`config.mk`:
```
export PLATFORM = sky130hd
export DESIGN_NAME = axi_lite_arbiter
export DESIGN_NICKNAME = d
export VERILOG_FILES = /design/src/rtl/axi_lite_pkg.sv /design/src/rtl/rr_arbiter.sv /design/src/rtl/axi_lite_arbiter.sv
export SDC_FILE = /design/constraint.sdc
export NUM_CORES = 1
export LEC_CHECK = 0
export BUFFER_PORTS_ARGS = -buffer_cell sky130_fd_sc_hd__buf_4
export CAP_MARGIN = 20
export CORE_AREA = 10 10 163 165
export CTS_CLUSTER_SIZE = 8
export DETAILED_ROUTE_END_ITERATION = 16
export DIE_AREA = 0 0 173 175
export PLACE_DENSITY = 0.54
export REMOVE_ABC_BUFFERS = 1
export SYNTH_ARGS = -nofsm -noshare
export SYNTH_HDL_FRONTEND = slang
export SYNTH_SLANG_ARGS = --single-unit
export TNS_END_PERCENT = 20
```
`constraint.sdc`:
```
create_clock -name clk -period 1.5 [get_ports clk]
set_input_delay 0.375 -clock clk [delete_from_list [all_inputs] [get_ports clk]]
set_output_delay 0.375 -clock clk [all_outputs]
set_load 0.02 [all_outputs]
```
`src/rtl/axi_lite_pkg.sv`:
```
// axi_lite_pkg: shared AXI4-Lite widths, response codes and arbiter state encoding.
package axi_lite_pkg;
    typedef enum logic [1:0] {IDLE, RD, WR} arb_state_t;
    localparam int AXI_ADDR_W = 32;
    localparam int AXI_DATA_W = 32;
    localparam logic [1:0] AXI_RESP_OKAY = 2'b00;
endpackage

```
`src/rtl/rr_arbiter.sv`:
```
// rr_arbiter: combinational round-robin pick, first requester at or after i_ptr wins.
module rr_arbiter #(
    parameter int N = 2,
    localparam int IW = $clog2(N)
) (
    input  logic [N-1:0]  i_req,
    input  logic [IW-1:0] i_ptr,
    output logic [N-1:0]  o_grant,
    output logic [IW-1:0] o_idx
);
    // Scan farthest-first so the nearest requester is the last (winning) assignment.
    always_comb begin
        o_grant = '0;
        o_idx = '0;
        for (int k = N - 1; k >= 0; k--)
            if (i_req[(int'(i_ptr) + k) % N]) o_idx = IW'((int'(i_ptr) + k) % N);
        o_grant[o_idx] = |i_req;
    end
endmodule

```
`src/rtl/axi_lite_arbiter.sv`:
```
// axi_lite_arbiter: round-robin N-to-1 AXI4-Lite arbiter, one read or write in flight.
module axi_lite_arbiter
    import axi_lite_pkg::*;
#(
    parameter int NUM_MASTERS = 2,
    localparam int N = NUM_MASTERS,
    localparam int IW = $clog2(NUM_MASTERS)
) (
    input  logic                         clk,
    input  logic                         reset,
    input  logic [N-1:0]                 i_m_arvalid,
    output logic [N-1:0]                 o_m_arready,
    input  logic [N-1:0][AXI_ADDR_W-1:0] i_m_araddr,
    output logic [N-1:0]                 o_m_rvalid,
    input  logic [N-1:0]                 i_m_rready,
    output logic [N-1:0][AXI_DATA_W-1:0] o_m_rdata,
    output logic [N-1:0][1:0]            o_m_rresp,
    input  logic [N-1:0]                 i_m_awvalid,
    output logic [N-1:0]                 o_m_awready,
    input  logic [N-1:0][AXI_ADDR_W-1:0] i_m_awaddr,
    input  logic [N-1:0]                 i_m_wvalid,
    output logic [N-1:0]                 o_m_wready,
    input  logic [N-1:0][AXI_DATA_W-1:0] i_m_wdata,
    input  logic [N-1:0][3:0]            i_m_wmask,
    output logic [N-1:0]                 o_m_bvalid,
    input  logic [N-1:0]                 i_m_bready,
    output logic [N-1:0][1:0]            o_m_bresp,
    output logic                         o_s_arvalid,
    input  logic                         i_s_arready,
    output logic [AXI_ADDR_W-1:0]        o_s_araddr,
    input  logic                         i_s_rvalid,
    output logic                         o_s_rready,
    input  logic [AXI_DATA_W-1:0]        i_s_rdata,
    input  logic [1:0]                   i_s_rresp,
    output logic                         o_s_awvalid,
    input  logic                         i_s_awready,
    output logic [AXI_ADDR_W-1:0]        o_s_awaddr,
    output logic                         o_s_wvalid,
    input  logic                         i_s_wready,
    output logic [AXI_DATA_W-1:0]        o_s_wdata,
    output logic [3:0]                   o_s_wmask,
    input  logic                         i_s_bvalid,
    output logic                         o_s_bready,
    input  logic [1:0]                   i_s_bresp
);
    arb_state_t r_state, w_next;
    logic [IW-1:0] r_owner, r_ptr, w_idx;
    logic [N-1:0] w_req, w_grant;
    logic r_ar_done, r_aw_done, r_w_done, w_done;

    assign w_req = i_m_arvalid | i_m_awvalid;
    assign o_m_rdata = {N{i_s_rdata}};
    assign o_m_rresp = {N{i_s_rresp}};
    assign o_m_bresp = {N{i_s_bresp}};

    rr_arbiter #(.N(N)) u_rr (
        .i_req(w_req),
        .i_ptr(r_ptr),
        .o_grant(w_grant),
        .o_idx(w_idx)
    );

    always_comb begin
        w_next = r_state;
        w_done = 1'b0;
        o_s_arvalid = 1'b0;
        o_s_araddr = '0;
        o_s_rready = 1'b0;
        o_s_awvalid = 1'b0;
        o_s_awaddr = '0;
        o_s_wvalid = 1'b0;
        o_s_wdata = '0;
        o_s_wmask = '0;
        o_s_bready = 1'b0;
        o_m_arready = '0;
        o_m_rvalid = '0;
        o_m_awready = '0;
        o_m_wready = '0;
        o_m_bvalid = '0;
        case (r_state)
            IDLE: w_next = |w_grant ? (i_m_awvalid[w_idx] ? WR : RD) : IDLE;
            RD: begin
                o_s_arvalid = i_m_arvalid[r_owner] & ~r_ar_done;
                o_s_araddr = i_m_araddr[r_owner];
                o_m_arready[r_owner] = i_s_arready & ~r_ar_done;
                o_s_rready = i_m_rready[r_owner];
                o_m_rvalid[r_owner] = i_s_rvalid;
                w_done = i_s_rvalid & i_m_rready[r_owner];
                w_next = w_done ? IDLE : RD;
            end
            WR: begin
                o_s_awvalid = i_m_awvalid[r_owner] & ~r_aw_done;
                o_s_awaddr = i_m_awaddr[r_owner];
                o_m_awready[r_owner] = i_s_awready & ~r_aw_done;
                o_s_wvalid = i_m_wvalid[r_owner] & ~r_w_done;
                o_s_wdata = i_m_wdata[r_owner];
                o_s_wmask = i_m_wmask[r_owner];
                o_m_wready[r_owner] = i_s_wready & ~r_w_done;
                o_s_bready = i_m_bready[r_owner];
                o_m_bvalid[r_owner] = i_s_bvalid;
                w_done = i_s_bvalid & i_m_bready[r_owner];
                w_next = w_done ? IDLE : WR;
            end
            default: w_next = IDLE;
        endcase
    end

    always_ff @(posedge clk) begin
        if (reset) begin
            r_state <= IDLE;
            r_owner <= '0;
            r_ptr <= '0;
            r_ar_done <= 1'b0;
            r_aw_done <= 1'b0;
            r_w_done <= 1'b0;
        end else begin
            r_state <= w_next;
            if (r_state == IDLE && |w_grant) r_owner <= w_idx;
            if (w_done) begin
                r_ptr <= (r_owner == IW'(N - 1)) ? '0 : r_owner + 1'b1;
                r_ar_done <= 1'b0;
                r_aw_done <= 1'b0;
                r_w_done <= 1'b0;
            end else begin
                r_ar_done <= r_ar_done | (o_s_arvalid & i_s_arready);
                r_aw_done <= r_aw_done | (o_s_awvalid & i_s_awready);
                r_w_done <= r_w_done | (o_s_wvalid & i_s_wready);
            end
        end
    end
endmodule

```
# ---- After elaboration in Yosys (flattened, before gate mapping)
# Index checks and enable logic that the tools add are counted.
# Widths: inputs -> output; s select.
dict set report word_totals {
  register_bits 7
  out_inout_bits 187
  elab_cells 100
}
dict set report op_classes {
  addsub 2
  n_lt_le_gt_ge 6
  n_eq_ne 2
  mux 52
  bitwise_logic 25
  reduce_logical 7
}
# cell n
set op_table {}
lappend op_table {{$mux 32} 9}
lappend op_table {{$mux 1} 28}
lappend op_table {{$mux 2} 8}
lappend op_table {{$and 2x2->2} 6}
lappend op_table {{$mux 4} 3}
lappend op_table {{$and 1x1->1} 11}
lappend op_table {{$lt 1x2->1 const B} 3}
lappend op_table {{$pmux 2 s3} 1}
lappend op_table {{$reduce_or 2->1} 3}
lappend op_table {{$logic_and 1x1->1} 3}
lappend op_table {{$lt 2x3->1 const B} 1}
lappend op_table {{$not 1->1} 3}
lappend op_table {{$or 1x1->1} 3}
lappend op_table {{$add 1x1->1 const B} 2}
lappend op_table {{$demux 1 s1} 2}
lappend op_table {{$eq 2x1->1 const B} 1}
lappend op_table {{$eq 2x2->1 const B} 1}
lappend op_table {{$ge 1x1->1 const B} 2}
lappend op_table {{$logic_not 2->1} 1}
lappend op_table {{$or 2x2->2} 1}
lappend op_table {{$pmux 1 s2} 1}
lappend op_table {{$and 1x1->1 const A} 1}

# ---- Longest topological paths before layout
# Gate-level depths: netlist of run 1.
dict set report logic_depth {
  word_depth 15
  mapped_depth 6
  mapped_depth_nobuf 6
}

# ---- Cells and area by module
# From an unflattened synthesis of run 1, not the netlist that was laid out.
dict set report unflattened {
  cells_unflattened 369
  area_unflattened_um2 2901.5
}
# mod n_inst cells_each area_each_um2 seq_area_each_um2
set modules_own_cells {}
lappend modules_own_cells {axi_lite_arbiter 1 365 2875.3 140.1}
lappend modules_own_cells {rr_arbiter 1 4 26.3 0.0}

# ---- Worst setup path before layout of run 1
# No wires, ideal clock.
dict set report synth_path {
  kind {register to output}
  from {register r_state[1]}
  to {output port o_m_arready[0]}
  arrival_ps 1473
  required_time_ps 1125
  setup_slack_ps -348
  stages_incl_launch_ff 5
  path_buffers 1
  path_cell_list {dfxtp_1 > inv_1 > ha_1 > clkbuf_1 > nor4bb_1}
}
dict set report synth_via {
  elab_chain_len 2
}
# element line_no
set synth_lines {}
lappend synth_lines {{from (decl)} axi_lite_arbiter.sv:46} ;# arb_state_t r_state, w_next;
lappend synth_lines {{from (signal assigned)} axi_lite_arbiter.sv:117} ;# r_state <= w_next;
lappend synth_lines {{$eq 2x1->1} axi_lite_arbiter.sv:80} ;# case (r_state)
lappend synth_lines {{$mux 2} axi_lite_arbiter.sv:80}
lappend synth_lines {{to (decl)} axi_lite_arbiter.sv:12} ;# output logic [N-1:0] o_m_arready,
# Every way passes these cells.

# ---- Final worst setup path of run 1
dict set report layout_path {
  from {register r_owner}
  to {output port o_s_rready}
}
dict set report layout_via {
  elab_chain_len 3
}
# element line_no
set layout_lines {}
lappend layout_lines {{from (decl)} axi_lite_arbiter.sv:47} ;# logic [IW-1:0] r_owner, r_ptr, w_idx;
lappend layout_lines {{from (signal assigned)} axi_lite_arbiter.sv:118} ;# if (r_state == IDLE && |w_grant) r_owner <= w_idx;
lappend layout_lines {{$mux 1 (not written as such) (2 in a row)} axi_lite_arbiter.sv:86} ;# o_s_rready = i_m_rready[r_owner];
lappend layout_lines {{$mux 1} axi_lite_arbiter.sv:80}
lappend layout_lines {{to (decl)} axi_lite_arbiter.sv:32} ;# output logic o_s_rready,
# Every way passes these cells. The select of a mux whose other input is x is not followed.

==> results_dict.tcl, run 1 <==
set metrics [dict create \
    ir_drop_mv 0.2549 \
    synth.distinct_cells 32 \
    cp.arrival_ps 1450 \
    grt_pass1_vias 3972 \
    gp_congestion 0.7840 \
    ys_warn_count 0 \
    setup_viol 120 \
    fin_worst_skew_ps 0.3176 \
    failed_checks "setup timing" \
    drtIter0Drc 83 \
    grt_pass1_wl_um 26720 \
    layout_common_cells "buf_4 (329), mux2i_1 (85), nor2b_1 (80), buf_6 (35), buf_12 (15)" \
    cts_buffers 3 \
    cts-htree-levels 1 \
    utilization_pct 27.61 \
    path_common_cell "buf_12" \
    maxCapViolCount 0 \
    ys_ff_latch 7 \
    final_max_slew_viol_count 0 \
    finalCritPeriodShare_pct 121.9 \
    fin_nets 922 \
    fin_ws_ps -329.1 \
    firstDrtPassIters 4 \
    antenna_cells 0 \
    syn_area_per_cell_sq_um 7.862 \
    cp_cell_sequence "buf_12 > buf_12 > buf_6 > mux2i_4 > nor2b_1 > buf_4" \
    final_common_cell "buf_4" \
    root_buffer "clkbuf_16" \
    p_per_area_nw_per_um2 525.2 \
    synth.top_cell.area_share_pct 35.04 \
    ant_nets 0 \
    path_clk_slew_ps 40 \
    hold_ws_ps 366.7 \
    wirelength_um 20220 \
    overflow 0 \
    max_slew_margin_pct 83.21 \
    cts_tree "built" \
    yosysSeqAreaShare_pct 4.857 \
    synth.cell_area_sq_um 2885 \
    rsz0062_at_grt "yes" \
    crit_type "flip-flop to primary output" \
    worstMarginPinSlew_ps 244.9 \
    worst_setup_path_start_kind "flip-flop" \
    period_needed_ps 1829 \
    ys_top_cells_by_area "mux2i_1 (35%), nor2b_1 (22%), buf_4 (21%)" \
    layout-drive-gt1-share_pct 69.13 \
    initial_utilization_pct 12.40 \
    port_buffers 331 \
    die_w_um 173 \
    ios 440 \
    cp-end-kind "primary output" \
    hold_viol_final 0 \
    route.detailed.drc 0 \
    area_delta_synth_final_pct 122.6 \
    rows 56 \
    dieArea_sq_um 30280 \
    cp_max_fo 8 \
    vias 3685 \
    cts_buffer_depth 2 \
    max_freq_mhz 546.7 \
    cp.required_ps 1120 \
    critPathBufInv 4 \
    hold_buffers 0 \
    viasPerCell 3.749 \
    wire_per_inst_um 20.57 \
    antenna_found_initial 1 \
    cpMaxStageDelayCell "dfxtp_4" \
    groute.usage.overall_pct 11.46 \
    cpPeakStageDelay_ps 360 \
    critical-path-top-delay-family "buffers and inverters" \
    grt_max_degree 21 \
    die_y_um 175 \
    yosys.area.top_type "mux2i_1" \
    clk_latency_ps 240 \
    outcome "finished with violations" \
    core_area_sq_um 23260 \
    cts_sinks 7 \
    power.leakage_nw 2.882 \
    syn_inst 367 \
    dp_hpwl_um 16130 \
    min_path_type "primary input to flip-flop" \
]
==> flip-flops by register name, indices dropped and copies added (netlist names) <==
name	cells
r_aw_done	1
r_w_done	1
r_owner	1
r_state	2
r_ptr	1
r_ar_done	1
==> where the power goes <==
part	switching, mW	leakage (nW)	internal, mW
clock	0.112	0.0382	0.355
sequential	0.0196	0.0588	0.204
combinational	1.15	2.78	1.53
==> logic make-up (layout without fill, tap and decap cells) <==
logic type	after synthesis	in the layout	synth area share, %
fa+ha+maj	4	4	1.735
compound gates	16	16	4.250
mux	105	105	36.90
flops	7	7	4.857
simple gates	134	134	27.88
buf+inv	101	398	24.37
==> per-layer routing <==
metal	up-vias	GRT usage [%]	wire length [um]
met1	1655	12.55	7890
li1	1749	-	-
met4	2	0.9342	114
met2	267	18.18	9217
met3	12	8.256	2963
met5	-	1.661	37
==> worst paths after layout <==
| kind | start | endpoint | cells after the start | slack, ps |
|---|---|---|---|---|
| hold / removal | reset | r_state[0]$_SDFF_PP0_ | 2 | 370 |
| setup reg to reg | r_owner$_SDFFE_PP0P_ | r_ar_done$_SDFF_PP0_ | 9 | -190 |
| hold reg to reg | r_aw_done$_SDFF_PP0_ | r_aw_done$_SDFF_PP0_ | 2 | 530 |
| setup / recovery | r_owner$_SDFFE_PP0P_ | o_s_rready | 6 | -330 |
==> area by class of cell <==
type / count / area [sq um]
sequential: 7 / 148.9
inverter: 4 / 15.01
timing repair buffer: 390 / 3430
tap: 319 / 399.1
clock buffer: 4 / 78.83
multi-input combinational: 259 / 2352
fill: 2501 / 16840
==> per-stage QoR <==
stage	power [mW]	worst slack, ps	setup TNS [ps]	std cells	instance area, sq um
2_1_floorplan	1.253	-3640	-401020	270	2197
3_3_place_gp	2.372	-131.5	-6661	954	5480
6_report	3.374	-329.1	-32220	983	6424
3_5_place_dp	2.373	-154.7	-7554	954	5480
4_1_cts	3.119	-302.6	-30560	970	5886
5_1_grt	3.557	-376.5	-38750	983	6424
==> what timing repair did <==
| action | 4_1_cts | 5_1_grt |
|---|---|---|
| resized for setup | 37 | 83 |
| buffers inserted | 8 | 9 |
| setup endpoints to repair | 118 | 119 |
| cloned | 4 | 5 |
| pin swaps | 1 | 3 |
| endpoints found under the hold margin | 0 | 0 |
==> Yosys cell counts <==
library cell	instances
nor4bb_1	1
o21ai_0	2
a211oi_2	1
nor2b_1	103
dfxtp_1	7
buf_4	82
o22ai_4	1
nor2_1	10
and4b_1	1
mux2_4	1
and3_1	1
inv_1	4
mux2_2	1
mux2i_2	2
ha_1	4
nand3_1	2
a31oi_1	2
nand2b_1	4
nor3_1	2
buf_6	2
a211oi_1	2
nand2_1	6
nor2_2	1
nor3b_1	3
clkbuf_1	12
a21oi_1	2
buf_2	1
o221ai_1	2
o21ai_1	2
mux2i_1	101
a21boi_0	1
o21bai_1	1
(Power assumes the default switching activity.)
==> run 2, diff against run 1 <==
ABC_AREA = 1   (was not set)
PLACE_DENSITY = 0.53   (was 0.54)
==> run 2 against run 1 <==
  * Largest cell class unchanged
  * Via count up 22%
  * Highest routed layer unchanged
  * Critical path depth is 1 higher
  * Synthesized cell count up 37%
  * The flow still finishes with violations (setup timing)
  * Power rose by 12%
  * Design area is 2.8% higher
  * Cell count up 14%
  * Sequential power increased by 4%
  * Clock-buffer cell count is the same
==> results_dict.tcl, run 2 <==
set metrics [dict create \
    outcome "finished with violations" \
    failed_checks "setup timing" \
    ir_drop_mv 0.5634 \
    clk_latency_ps 230 \
    cpPeakStageDelay_ps 350 \
    grt_max_degree 33 \
    syn_inst 504 \
    cp.required_ps 1120 \
    async_flop_share_pct 0 \
    cp-endpoint "o_s_wdata[23]" \
    dpl_cell_area_sq_um 5316 \
    layout_common_cells "buf_4 (289), nand2_1 (214), buf_6 (88), a21oi_2 (79), a21oi_4 (22)" \
    final_max_slew_viol_count 0 \
    cp-end-kind "primary output" \
    rsz0062_at_grt "yes" \
    syn_area_per_cell_sq_um 5.201 \
    synthFlopType "dfxtp_1" \
    yosys.area.top_type "nand2_1" \
    path_depth 7 \
    fin_nets 1059 \
    finalCritPeriodShare_pct 121.2 \
    ys_ff_latch 7 \
    critPathBufInv 5 \
    overflow 0 \
    r2r_start "r_state[1]$_SDFF_PP0_" \
    route.detailed.drc 0 \
    ys_warn_count 0 \
    final_common_cell "buf_4" \
    synth_commonest_cells "nand2_1 (220), a21oi_1 (100), buf_4 (72), buf_2 (17)" \
    wire_per_inst_um 19.18 \
    area_delta_synth_final_pct 152.0 \
    max_slew_margin_pct 85.26 \
    root_buffer "clkbuf_16" \
    firstDrtPassIters 4 \
    ys_top_cells_by_area "nand2_1 (32%), buf_4 (21%), a21oi_1 (19%)" \
    layout-drive-gt1-share_pct 67.17 \
    yosysSeqAreaShare_pct 5.346 \
    yosys.cell_count.top_type "nand2_1" \
    setup_viol 115 \
    die_y_um 175 \
    r2r_setup_slack_ps 110 \
    power.leakage_nw 3.128 \
    utilization_pct 28.39 \
    cpMaxStageDelayCell "dfxtp_4" \
    dieArea_sq_um 30280 \
    core_area_sq_um 23260 \
    regMostFlops "r_state" \
    path_clk_slew_ps 40 \
    crit_start "r_state[0]$_SDFF_PP0_" \
    min_path_type "primary input to flip-flop" \
    cp_cell_sequence "inv_4 > ha_4 > inv_6 > clkbuf_16 > buf_4 > a21oi_4 > buf_6" \
    rows 56 \
    grt_pass1_vias 4691 \
    fin_setup_tns_ps -28560 \
    period_needed_ps 1819 \
    maxCapViolCount 0 \
    antenna_found_initial 0 \
    critical-path-top-delay-family "buffers and inverters" \
    worst_setup_path_start_kind "flip-flop" \
    cts_sinks 7 \
    gp_congestion 0.8436 \
    cts_buffer_depth 2 \
    fin_ws_ps -318.5 \
    cp_max_fo 8 \
    port_buffers 331 \
    rr_worst_depth 8 \
    cts_tree "built" \
    cts-htree-levels 1 \
    fillers 2527 \
    ant_nets 0 \
    p_per_area_nw_per_um2 574.0 \
    synth.top_cell.area_share_pct 31.50 \
    cp.arrival_ps 1440 \
    die_w_um 173 \
    worstMarginPinSlew_ps 220.6 \
    viasPerCell 3.999 \
    vias 4479 \
    crit_type "flip-flop to primary output" \
    stdcell_count 1120 \
    wirelength_um 21480 \
    largest_reg_flops 2 \
    grt_pass1_wl_um 29280 \
    final_cell_area_sq_um 6605 \
    synth.cell_area_sq_um 2621 \
    hold_viol_final 0 \
    drtIter0Drc 120 \
    placed_cells 1102 \
    dp_hpwl_um 16850 \
    synth_edf_count 0 \
    hold_buffers 0 \
    max_freq_mhz 549.9 \
    r2r_end "r_w_done$_SDFF_PP0_" \
    ios 440 \
    cts_buffers 3 \
    initial_utilization_pct 11.27 \
    antenna_cells 0 \
    synth.distinct_cells 20 \
    groute.usage.overall_pct 12.49 \
    fin_worst_skew_ps 3.534 \
]
## run 2: power breakdown
group          total, mW  switching, mW  leakage (nW)  internal [mW]
combinational       3.09           1.53          3.03           1.57
clock              0.465          0.111        0.0382          0.355
sequential         0.232         0.0248        0.0591          0.207
total               3.79           1.66          3.13           2.13
## run 2: worst register-to-register path, delay by kind of cell (launching register included)
kind / cells / cell delay [ps]
DFF: 1 / 370
and+or+nand+nor: 3 / 210
buffers and inverters: 4 / 400
adders and majority gates: 1 / 300
## run 2: area by class of cell
class                   instances  area, sq um  share of cell area (%)
inverters                      18        82.58                   1.250
repair buffers                399         3636                   55.05
multi-input cells             373         2257                   34.17
flip-flops and latches          7        151.4                   2.292
clock buffers                   4        78.83                   1.193
well taps                     319        399.1                   6.043
## run 2: stage by stage
step	hold slack (ps)	worst slack (ps)	power, mW
6_report	307.9	-318.5	3.792
4_1_cts	304.9	-325.3	3.524
3_5_place_dp	463.3	-157.5	2.599
3_3_place_gp	457.3	-108.5	2.597
2_1_floorplan	436.7	-2959	1.176
5_1_grt	309.5	-369.7	4.016
## run 2: logic make-up after synthesis
kind of cell               count (synthesis)  synth area share [%]
adders and majority gates                  4                 1.909
AOI/OAI and AO/OA                        113                 23.29
DFF                                        7                 5.346
buffers and inverters                    124                 31.17
and+or+nand+nor                          256                 38.28
## run 2: timing repair
action | CTS | global route
endpoints found under the setup margin | 115 | 119
cloned | 3 | 5
hold endpoints to repair | 0 | 0
gates resized for setup | 179 | 65
setup buffers | 2 | 4
pin swaps | 8 | 4
## run 2: how the worst min path moves through the flow
stage                    startpoint              endpoint  cells past startpoint
2_1_floorplan  r_aw_done$_SDFF_PP0_  r_aw_done$_SDFF_PP0_                      2
3_3_place_gp   r_aw_done$_SDFF_PP0_  r_aw_done$_SDFF_PP0_                      2
3_5_place_dp   r_aw_done$_SDFF_PP0_  r_aw_done$_SDFF_PP0_                      2
4_1_cts                       reset  r_owner$_SDFFE_PP0P_                      2
5_1_grt                       reset  r_owner$_SDFFE_PP0P_                      2
6_report                      reset  r_owner$_SDFFE_PP0P_                      2
## run 2: metal layers
| metal | track usage, % | share of wire (%) |
|---|---|---|
| met1 | 13.25 | 38 |
| met2 | 20.28 | 46 |
| met3 | 8.127 | 14 |
| met4 | 2.264 | 1.3 |
| met5 | 3.654 | 0.56 |
